**src/rtl/fft_frame_ctrl.sv**
```systemverilog
// Frame sequencer around an FFT core: loads N real samples, starts the core,
// waits for done, streams N complex results with a last marker, then clears the core.
module fft_frame_ctrl #(
  parameter int width   = 16,
  parameter int N_2     = 5,
  parameter int RD_LAT  = 1,
  parameter int TIMEOUT = 256
) (
  input  logic                 clk,
  input  logic                 reset,
  input  logic                 abort,
  input  logic                 s_valid,
  output logic                 s_ready,
  input  logic [width-1:0]     s_data,
  output logic                 m_valid,
  output logic                 m_last,
  output logic [2*width-1:0]   m_data,
  output logic                 fft_reset,
  output logic                 fft_start,
  output logic                 fft_load,
  output logic [width-1:0]     fft_rd,
  input  logic [2*width-1:0]   fft_wd,
  input  logic                 fft_done,
  output logic                 busy,
  output logic                 err,
  output logic [15:0]          frame_cnt
);

  localparam int                WCNT_W    = $clog2(TIMEOUT);
  localparam logic [N_2-1:0]    LAST_IDX  = '1;
  localparam logic [WCNT_W-1:0] WDOG_LAST = WCNT_W'(TIMEOUT - 1);
  localparam logic [WCNT_W-1:0] LAT_LAST  = WCNT_W'(RD_LAT - 1);

  typedef enum logic [2:0] {LOAD, START, RUN, DRAIN, CLEAR} state_t;

  state_t            state_reg;
  logic [N_2-1:0]    scnt_reg;
  logic [N_2-1:0]    ocnt_reg;
  logic [WCNT_W-1:0] wcnt_reg;
  logic              out_phase_reg;
  logic              err_reg;
  logic [15:0]       frame_cnt_reg;

  // Abort suppresses both acceptance and output in the very cycle it is raised.
  assign s_ready   = (state_reg == LOAD) & ~abort;
  assign fft_load  = s_valid & s_ready;
  assign fft_rd    = s_data;
  assign fft_start = (state_reg == START);
  assign fft_reset = reset | (state_reg == CLEAR);
  assign m_valid   = (state_reg == DRAIN) & out_phase_reg & ~abort;
  assign m_last    = m_valid & (ocnt_reg == LAST_IDX);
  assign m_data    = fft_wd;
  assign busy      = (state_reg != LOAD) | (scnt_reg != '0);
  assign err       = err_reg;
  assign frame_cnt = frame_cnt_reg;

  always_ff @(posedge clk or posedge reset) begin
    if (reset) begin
      state_reg     <= LOAD;
      scnt_reg      <= '0;
      ocnt_reg      <= '0;
      wcnt_reg      <= '0;
      out_phase_reg <= 1'b0;
      err_reg       <= 1'b0;
      frame_cnt_reg <= '0;
    end else if (abort && state_reg != CLEAR) begin
      state_reg     <= CLEAR;
      out_phase_reg <= 1'b0;
      err_reg       <= 1'b0;
    end else begin
      case (state_reg)
        LOAD: begin
          if (fft_load) begin
            scnt_reg <= scnt_reg + 1'b1;
            if (scnt_reg == LAST_IDX) state_reg <= START;
          end
        end
        START: begin
          wcnt_reg  <= '0;
          state_reg <= RUN;
        end
        RUN: begin
          if (fft_done) begin
            wcnt_reg  <= '0;
            state_reg <= DRAIN;
          end else if (wcnt_reg == WDOG_LAST) begin
            err_reg   <= 1'b1;
            state_reg <= CLEAR;
          end else begin
            wcnt_reg <= wcnt_reg + 1'b1;
          end
        end
        DRAIN: begin
          // wcnt is reused to cover the core read latency before words appear.
          if (!fft_done) begin
            err_reg       <= 1'b1;
            out_phase_reg <= 1'b0;
            state_reg     <= CLEAR;
          end else if (!out_phase_reg) begin
            if (wcnt_reg == LAT_LAST) out_phase_reg <= 1'b1;
            else                      wcnt_reg      <= wcnt_reg + 1'b1;
          end else begin
            ocnt_reg <= ocnt_reg + 1'b1;
            if (ocnt_reg == LAST_IDX) begin
              out_phase_reg <= 1'b0;
              frame_cnt_reg <= frame_cnt_reg + 16'd1;
              state_reg     <= CLEAR;
            end
          end
        end
        CLEAR: begin
          scnt_reg      <= '0;
          ocnt_reg      <= '0;
          wcnt_reg      <= '0;
          out_phase_reg <= 1'b0;
          state_reg     <= LOAD;
        end
        default: state_reg <= CLEAR;
      endcase
    end
  end

endmodule

```
**config.mk**
```make
export PLATFORM = sky130hd
export DESIGN_NAME = fft_frame_ctrl
export DESIGN_NICKNAME = d
export VERILOG_FILES = /design/src/rtl/fft_frame_ctrl.sv
export SDC_FILE = /design/constraint.sdc
export NUM_CORES = 1
export LEC_CHECK = 0
export CAP_MARGIN = 30
export CORE_MARGIN = 2
export CORE_UTILIZATION = 30
export CTS_CLUSTER_DIAMETER = 50
export CTS_CLUSTER_SIZE = 10
export DETAILED_ROUTE_END_ITERATION = 7
export SLEW_MARGIN = 0
export SYNTH_ARGS = -nofsm -noshare
export SYNTH_HDL_FRONTEND = slang
export SYNTH_SLANG_ARGS = --single-unit
```
**constraint.sdc**
```tcl
create_clock -name clk -period 2.57 [get_ports clk]
set_clock_uncertainty 0.1 [all_clocks]
set_input_delay 0.514 -clock clk [delete_from_list [all_inputs] [get_ports clk]]
set_output_delay 0.514 -clock clk [all_outputs]
set_load 0.01 [all_outputs]
```
# Word level (Yosys, flattened, before mapping)

Cells that the tools add are included.

Bitwise operators: 9
Magnitude comparators: 0
Divide/modulo/power cells: 0
Reductions and logical operators: 17
Equality and inequality tests: 22
Shift operators: 0
$add $sub $neg: 4
$mul: 0
Mux-type cells: 31

Operators with widths:

| operator                                                         | number |
|---|---|
| 8-bit two-way mux                                                | 5 |
| 3-bit two-way mux                                                | 8 |
| 8-bit case mux with 3 select lines                               | 1 |
| 5-bit case mux with 2 select lines                               | 2 |
| 16-bit by 1-bit adder with 16-bit output (second input constant) | 1 |
| 5-bit two-way mux                                                | 3 |
| 3-bit case mux with 5 select lines                               | 1 |
| 3-bit != test (second input constant)                            | 4 |
| 3-bit nonzero test                                               | 4 |
| 5-bit by 1-bit adder with 5-bit output (second input constant)   | 2 |
| 5-bit == test (second input constant)                            | 2 |
| 2-bit != test (second input constant)                            | 5 |
| 5-bit AND reduction                                              | 2 |
| 1-bit two-way mux                                                | 9 |
| 8-bit by 1-bit adder with 8-bit output (second input constant)   | 1 |
| 8-bit == test (second input constant)                            | 1 |
| 8-bit logical NOT                                                | 1 |
| 4-bit AND reduction                                              | 2 |
| 3-bit by 2-bit == test with 1-bit output (second input constant) | 2 |
| 3-bit by 2-bit != test with 1-bit output (second input constant) | 2 |
| 6-bit AND reduction                                              | 1 |
| 1-bit AND                                                        | 5 |
| 5-bit nonzero test                                               | 1 |
| 4-bit by 2-bit != test with 1-bit output (second input constant) | 1 |
| other kinds (13)                                                 | 17 |

Input port bits: 53
Logic and storage cells: 90
RAM bits: 0
Bits in read-only memories: 0
Memories: 0
Bits in latches: 0
Flip-flop bits (word level): 39

# Longest topological paths before layout

Gate-level depths: netlist (run 1).

Depth after elaboration: 6
Gate-level depth with buffers: 8
Gate-level depth less buffers: 7

# Least setup slack after synthesis (run 1)

Ideal clock, no wire load.

Kind: reg2reg
From: reg wcnt_reg[0]
To: reg wcnt_reg[3]
Library setup time: 130 ps
Buffers on the path: 1
Data arrival time: 1,962 ps
Cell stages (with the launch flop): 9
Clock period less this slack: 2,192 ps
Path slack: 378 ps
Cell sequence: dfrtp_1 -> inv_1 -> ha_1 -> or4b_1 -> o41a_1 -> o211ai_4 -> or2_1 -> buf_6 -> o31ai_2

Cells in the longest elaborated chain, start to end: 5
Elaborated cells on any way between the ends: 12
Those cells by class: add/sub (1); eq/ne (3); mux (6); reduce/logical (2)

RTL lines:

| item                                   | line    | RTL |
|---|---|---|
| from (decl)                            | 39      | `logic [WCNT_W-1:0] wcnt_reg;` |
| from (signal assigned)                 | 90      | `wcnt_reg <= wcnt_reg + 1'b1;` |
| from (signal assigned)                 | 101     | `else wcnt_reg <= wcnt_reg + 1'b1;` |
| 8-bit by 1-bit adder with 8-bit output | 90, 101 |  |
| 8-bit two-way mux                      | 100     | `if (wcnt_reg == LAT_LAST) out_phase_reg <= 1'b1;` |
| 8-bit two-way mux                      | 99      | `end else if (!out_phase_reg) begin` |
| 8-bit two-way mux                      | 95      | `if (!fft_done) begin` |
| 8-bit case mux with 3 select lines     | 71      | `case (state_reg)` |

Several ways; a longest one is shown, not always the timed one. The select of a mux whose other input is x is not followed.
A chain may end at the register's enable or synchronous reset.

# Worst setup path after layout (run 1)

From: reg state_reg[1]
To: out fft_reset

Cells in the longest elaborated chain, start to end: 2

RTL lines:

| item                   | line | RTL |
|---|---|---|
| from (decl)            | 36   | `state_t state_reg;` |
| from (signal assigned) | 59   | `state_reg <= LOAD;` |
| from (signal assigned) | 67   | `state_reg <= CLEAR;` |
| from (signal assigned) | 75   | `if (scnt_reg == LAST_IDX) state_reg <= START;` |
| 3-bit == test          | 49   | `assign fft_reset = reset \| (state_reg == CLEAR);` |
| 1-bit OR               | 49   |  |
| to (decl)              | 18   | `output logic fft_reset,` |

No other way between the ends.

==> key figures, run 1 <==
Floorplan
  • Std-Cell Rows: 33
  • Initial Util: 0.309
  • # IOs: between 100 and 150
  • Die width: 95.7 µm
  • Core Region: 0.00818 mm²
  • Die Area: just over 0.009 mm²
  • Die Height: 95.7 µm

Power and ir drop
  • PwrDens: 591 mW/mm²
  • Worst vdd ir: 0.000187 V
  • Leakage power: 1.21 nW
  • Total power: 1.59 mW

Critical path
  • Critical path arrival: ~1900 ps
  • WP buf/inv: 1
  • Reg2reg start: wcnt_reg[0]
  • Crit Path Category: reg -> out
  • Slowest CP cell: clkdlybuf4s50_1
  • Setup crit end kind: primary output
  • Worst setup path start: state_reg[1]
  • CP max stage delay: 540 ps
  • Top delay family on crit path: buffers and inverters
  • CP required: 1960 ps
  • Max FO, Critical Path: 12
  • Crit path cell chain: or3b_1 -> nand2_1 -> clkdlybuf4s50_1
  • CP Launch Type: register

Routing
  • Wire length per cell: approximately 14 µm
  • Antenna-violating nets left: 0
  • DR pass1 iterations: 4
  • DRC: 0
  • Via count: 1828
  • Routed vias/inst: around 5
  • DR iter-0 viols: 96
  • Detailed Route WL: 5130 µm

Timing
  • Actual slew at the worst max-slew pin: 670 ps
  • Final Critical Period: 2460 ps
  • RSZ-0062 raised after global routing: no
  • Endpoints failing setup: 0
  • Worst setup margin: 108 ps
  • Max-slew violations: 0
  • Fin. Hold Viols: 0
  • Max Clk Rate: 0.406 GHz
  • Hold WS: around 370 ps
  • Tcrit/Tclk final: 0.958
  • Relative slew slack: 0.548

Clock network
  • Post-CTS Setup Repair Bufs: 0
  • CTS Buf Count: 5
  • Max H-tree Level: 2
  • Max clock buf depth: 2
  • CTS root buf: clkbuf_8
  • CTS sink cnt: 39
  • CTS tree: done
  • Reg clk slew, reported paths: 80 ps
  • Clk Latency, worst-skew pair: 290 ps

Synthesis
  • Synthesis warning total: 0
  • Post-Syn Area: 0.00252 mm²
  • Synth Register Bits: 39
  • Synthesized area per cell: approximately 9.4 µm²
  • Seq/Total Area, Yosys: 0.387
  • Synth cell types: 47
  • Net Count, Synth: between 300 and 400
  • Cells after Synth: about 270

Global routing
  • Grt total ovfl: 0
  • Vias in the first global route: ~1.8k
  • Antenna violations before repair: 0
  • Met2 Track Usage GR: 0.183
  • Largest net degree at the start of global routing: 40
  • M3 GR Usage: 0.0298
  • Grt met1 use: 0.150
  • First-pass GRT wire length: 8380 µm
  • GRT busiest layer: met2
  • Total GRT Usage: 0.115

Final layout
  • Fraction of layout cells with a size suffix above 1: 0.131
  • Nets: 319
  • Largest register FFs: 16
  • Final Cell Area: 0.00270 mm²
  • ANT cells: 0
  • P&R area growth vs syn: 6.99%
  • Final Core Density: 0.330

Hold path
  • Hold WC Path Type: reg -> reg
  • Worst min-delay path startpoint: frame_cnt[15]

Outcome
  • Outcome: complete, no violations

Placed design
  • Port bufs: 28
  • Half-perimeter wire length after placement: 3670 µm
  • Placed instance area: 0.00262 mm²
  • Worst slack, placed: -122 ps
  • RePlAce Congestion: 0.827

Job
  • Max Cap Viol: 0
[routing by layer]
layer | vias to the layer above | share of wire | routed length (µm)
li1 | 855 | - | -
met1 | 904 | 0.45 | 2330
met2 | 53 | 0.47 | 2420
met3 | 16 | 0.059 | 302
met4 | 0 | 0.017 | 87
met5 | - | 0 | 0
[path summary, 6_finish.rpt]
check	to	slack [ps]	cells past startpoint
setup / recovery	fft_reset	110	3
max in group asynchronous	frame_cnt[0]	1350	3
min in group asynchronous	state_reg[1]	650	3
setup reg to reg	wcnt_reg[3]	260	7
hold reg to reg	frame_cnt[15]	370	1
hold / removal	frame_cnt[15]	370	1
[placed cells by master, fill, tap and decap left out, types with 8 or more instances in the layout]
| master | count |
|---|---|
| clkdlybuf4s50_1 | 24 |
| xnor2_1 | 11 |
| buf_4 | 12 |
| inv_1 | 11 |
| ha_1 | 8 |
| nand4_1 | 8 |
| o21ai_0 | 14 |
| nor2_1 | 14 |
| nand3_1 | 12 |
| nand2_1 | 20 |
| dfrtp_1 | 39 |
[cells by family after synthesis]
| kind of cell | after synthesis | share of synthesized area |
|---|---|---|
| AOI/OAI and AO/OA | 38 | 0.118 |
| xor gates and xnor gates | 18 | 0.0625 |
| adders and majority gates | 8 | 0.0397 |
| buffers and inverters | 69 | 0.179 |
| DFF | 39 | 0.387 |
| muxes | 4 | 0.0169 |
| and+or+nand+nor | 93 | 0.198 |
[final cells by class]
class,count,area [µm²]
Clock buffer,6,72.6
Clock inverter,2,12.5
Fill cell,842,5480
Inverter,11,41.3
Multi-Input combinational cell,161,1100
Sequential cell,39,976
Tap cell,105,131
Timing Repair Buffer,40,369
[Yosys cell counts (all sizes together)]
library cell | instances | area [µm²]
buf | 53 | 390
dfrtp | 39 | 976
nand2 | 20 | 75.1
o21ai | 16 | 87.6
nor2 | 14 | 52.6
nand3 | 12 | 60.1
inv | 11 | 41.3
xnor2 | 11 | 96.3
and3 | 8 | 51.3
ha | 8 | 100
nand4 | 8 | 50.1
xor2 | 7 | 61.3
nor3 | 6 | 30.0
o31ai | 6 | 78.8
a21oi | 5 | 25.0
and2 | 5 | 31.3
clkbuf | 5 | 18.8
or2 | 4 | 25.0
nor2b | 3 | 18.8
nor3b | 3 | 22.5
a22o | 2 | 17.5
a31oi | 2 | 12.5
and4 | 2 | 17.5
mux2 | 2 | 22.5
mux2i | 2 | 20.0
nor4 | 2 | 12.5
a211oi | 1 | 7.51
a221o | 1 | 10.0
a32oi | 1 | 8.76
and3b | 1 | 8.76
and4bb | 1 | 12.5
nand2b | 1 | 6.26
o211ai | 1 | 21.3
o21bai | 1 | 7.51
o41a | 1 | 11.3
o41ai | 1 | 8.76
or3 | 1 | 6.26
or3b | 1 | 8.76
or4b | 1 | 10.0
[power breakdown]
part	internal, mW	switching [mW]
Combinational	0.207	0.256
Sequential	0.659	0.0624
Clock	0.190	0.221
[stage by stage]
step           TNS [ps]  instances
6_report              0        364
5_1_grt               0        364
3_5_place_dp       -185        356
3_3_place_gp      -89.6        356
2_1_floorplan         0        269
4_1_cts               0        364
[worst register-to-register path: stages (launching register included)]
cell,delay (ps)
dfrtp_1,450
inv_1,80
ha_1,130
or4b_1,450
o41a_1,360
o211ai_4,170
or2_1,340
o31ai_2,110
[repair_timing]
item                       4_1_cts  5_1_grt
setup endpoints to repair        3        1
hold buffers                     0        0
gates resized for setup          3        1
(Power assumes the default switching activity.)
==> run 2: changes to the inputs <==
Settings changed: ABC_AREA set to 0.
==> results of run 2 <==
Final layout, timing and power as in run 1 (identical DEF).
==> run 3: changes to the inputs <==
Settings changed: CORE_UTILIZATION 30 to 41, PLACE_DENSITY set to 0.86, RECOVER_POWER set to 50.
==> run 3 against run 2 <==
Against the previous run: clock power is 4% lower; sequential share of layout area is 0.61 points higher; non-clock buffer count fell by 1; sequential power about the same; routed wire length shrank 9.7%; global-route usage up 3.1 points; highest routed layer unchanged.
==> key figures, run 3 (same netlist as run 1, synthesis figures left out) <==
Outcome
  • Outcome: complete, no violations

Global routing
  • First-pass GRT wire length: approximately 7600 µm
  • GRT busiest layer: met2
  • M3 GR Usage: 0.0402
  • Antenna violations before repair: 0
  • Met2 Track Usage GR: 0.236
  • Grt met1 use: 0.186
  • Vias in the first global route: 1694
  • Largest net degree at the start of global routing: 40
  • Grt total ovfl: 0
  • Total GRT Usage: 0.146

Timing
  • Actual slew at the worst max-slew pin: around 960 ps
  • Relative slew slack: 0.360
  • Max Clk Rate: between 0.4 and 0.5 GHz
  • RSZ-0062 raised after global routing: no
  • Tcrit/Tclk final: 0.955
  • Hold WS: about 380 ps
  • Endpoints failing setup: 0
  • Max-slew violations: 0
  • Final setup TNS: 0 ps
  • Final Critical Period: 2450 ps
  • Fin. Hold Viols: 0

Critical path
  • Critical path arrival: 1840 ps
  • WP buf/inv: 1
  • Crit Path Category: reg -> out
  • Register-to-Register Setup Slack: 280 ps
  • RR Endpoint: wcnt_reg[5]
  • CP required: 1960 ps
  • Setup crit end kind: primary output
  • CP Launch Type: register
  • Crit path cell chain: or3b_1 -> nand2_1 -> clkdlybuf4s50_1
  • Top delay family on crit path: buffers and inverters
  • Max FO, Critical Path: 12
  • Slowest CP cell: clkdlybuf4s50_1
  • Reg2reg start: wcnt_reg[0]
  • CP max stage delay: between 500 and 600 ps
  • FF-to-FF path depth: 7

Final layout
  • Fraction of layout cells with a size suffix above 1: 0.128
  • Non-filler cells, final: 333
  • Most frequent cells in the layout: 39 x dfrtp_1, 23 x clkdlybuf4s50_1, 20 x nand2_1
  • Largest register FFs: 16
  • Commonest non-fill, non-tap cell in the layout: dfrtp_1
  • P&R area growth vs syn: 5.21%
  • Footprint of the multi-input gates: 0.00110 mm²
  • Seq. cell area: 976 µm²
  • ANT cells: 0
  • Nets: between 300 and 400
  • Fillers: 553

Routing
  • Detailed Route WL: ~4600 µm
  • Routed vias/inst: 5.26
  • DR iter-0 viols: 78
  • Wire length per cell: between 10 and 15 µm
  • DR pass1 iterations: 4
  • Via count: around 1.8k
  • DRC: 0
  • Antenna-violating nets left: 0

Hold path
  • Hold WC Path Type: reg -> reg
  • WHS Path Cells: 1
  • Worst min-delay path startpoint: frame_cnt[15]
  • Hold EP: frame_cnt[15]

Power and ir drop
  • Leakage power: 1.21 nW
  • Worst vdd ir: 0.000479 V
  • PwrDens: 592 mW/mm²

Floorplan
  • Core Region: 0.00592 mm²
  • Initial Util: 0.426
  • # IOs: 125
  • Die Height: 82.4 µm
  • Std-Cell Rows: 28
  • Die Area: 0.00680 mm²
  • Die width: 82.4 µm

Placed design
  • Port bufs: 28
  • Half-perimeter wire length after placement: 3440 µm
  • RePlAce Congestion: 0.822
  • Dpl cells: 325

Clock network
  • CTS Buf Count: 5
  • Max H-tree Level: 2
  • CTS sink cnt: 39
  • CTS root buf: clkbuf_8
  • Clk Latency, worst-skew pair: 280 ps
  • Reg clk slew, reported paths: 70 ps
  • CTS tree: done
  • Max clock buf depth: 2

Job
  • Max Cap Viol: 0
==> run 3: worst max path at each step <==
stage	from	to	slack [ps]	cells after the start
2_1_floorplan	wcnt_reg[0]	wcnt_reg[3]	380	8
3_3_place_gp	abort	fft_load	-90	5
3_5_place_dp	abort	fft_load	-110	5
4_1_cts	abort	m_valid	10	4
5_1_grt	state_reg[1]	fft_reset	40	3
6_report	state_reg[1]	fft_reset	120	3
==> run 3: power by group <==
| part | leakage, nW | switching [mW] | internal, mW |
|---|---|---|---|
| clock network | 0.0422 | 0.205 | 0.191 |
| logic | 0.636 | 0.247 | 0.207 |
| registers | 0.534 | 0.0609 | 0.659 |
==> run 3: metrics by stage <==
stage,worst slack (ps),utilization,power (mW),area [µm²]
floorplan,378,-,1.11,2520
global placement,-87.4,0.434,1.18,2570
detailed placement,-111,0.434,1.19,2570
CTS,13.3,0.448,1.59,2650
global route,39.5,0.448,1.68,2650
finish,116,0.448,1.57,2650
==> run 3: what timing repair did <==
| action | 4_1_cts | 5_1_grt |
|---|---|---|
| hold buffers | 0 | 0 |
| gates resized for setup | 3 | 2 |
| buffers inserted | 0 | 0 |
| hold endpoints to repair | 0 | 0 |
| pin swaps | 0 | 0 |
| endpoints found under the setup margin | 2 | 2 |
==> run 3: final cells by class <==
type / count / area share
Multi-Input combinational cell: 161 / 0.414
Sequential cell: 39 / 0.368
Timing Repair Buffer: 39 / 0.137
Tap cell: 75 / 0.0354
Clock buffer: 7 / 0.0288
Inverter: 11 / 0.0156
Clock inverter: 1 / 0.00189
==> run 3: metal layers <==
metal | part of all wire | up-vias
met5 | 0 | -
met4 | 0.0067 | 0
met3 | 0.066 | 6
met2 | 0.49 | 47
met1 | 0.43 | 849
li1 | - | 850
==> run 3: worst register-to-register path, stage by stage (launching register included) <==
cell and delay (ps):
dfrtp_1 440, inv_1 80, ha_1 130, or4b_1 450
o41a_1 360, o211ai_4 170, or2_1 330, o31ai_2 110
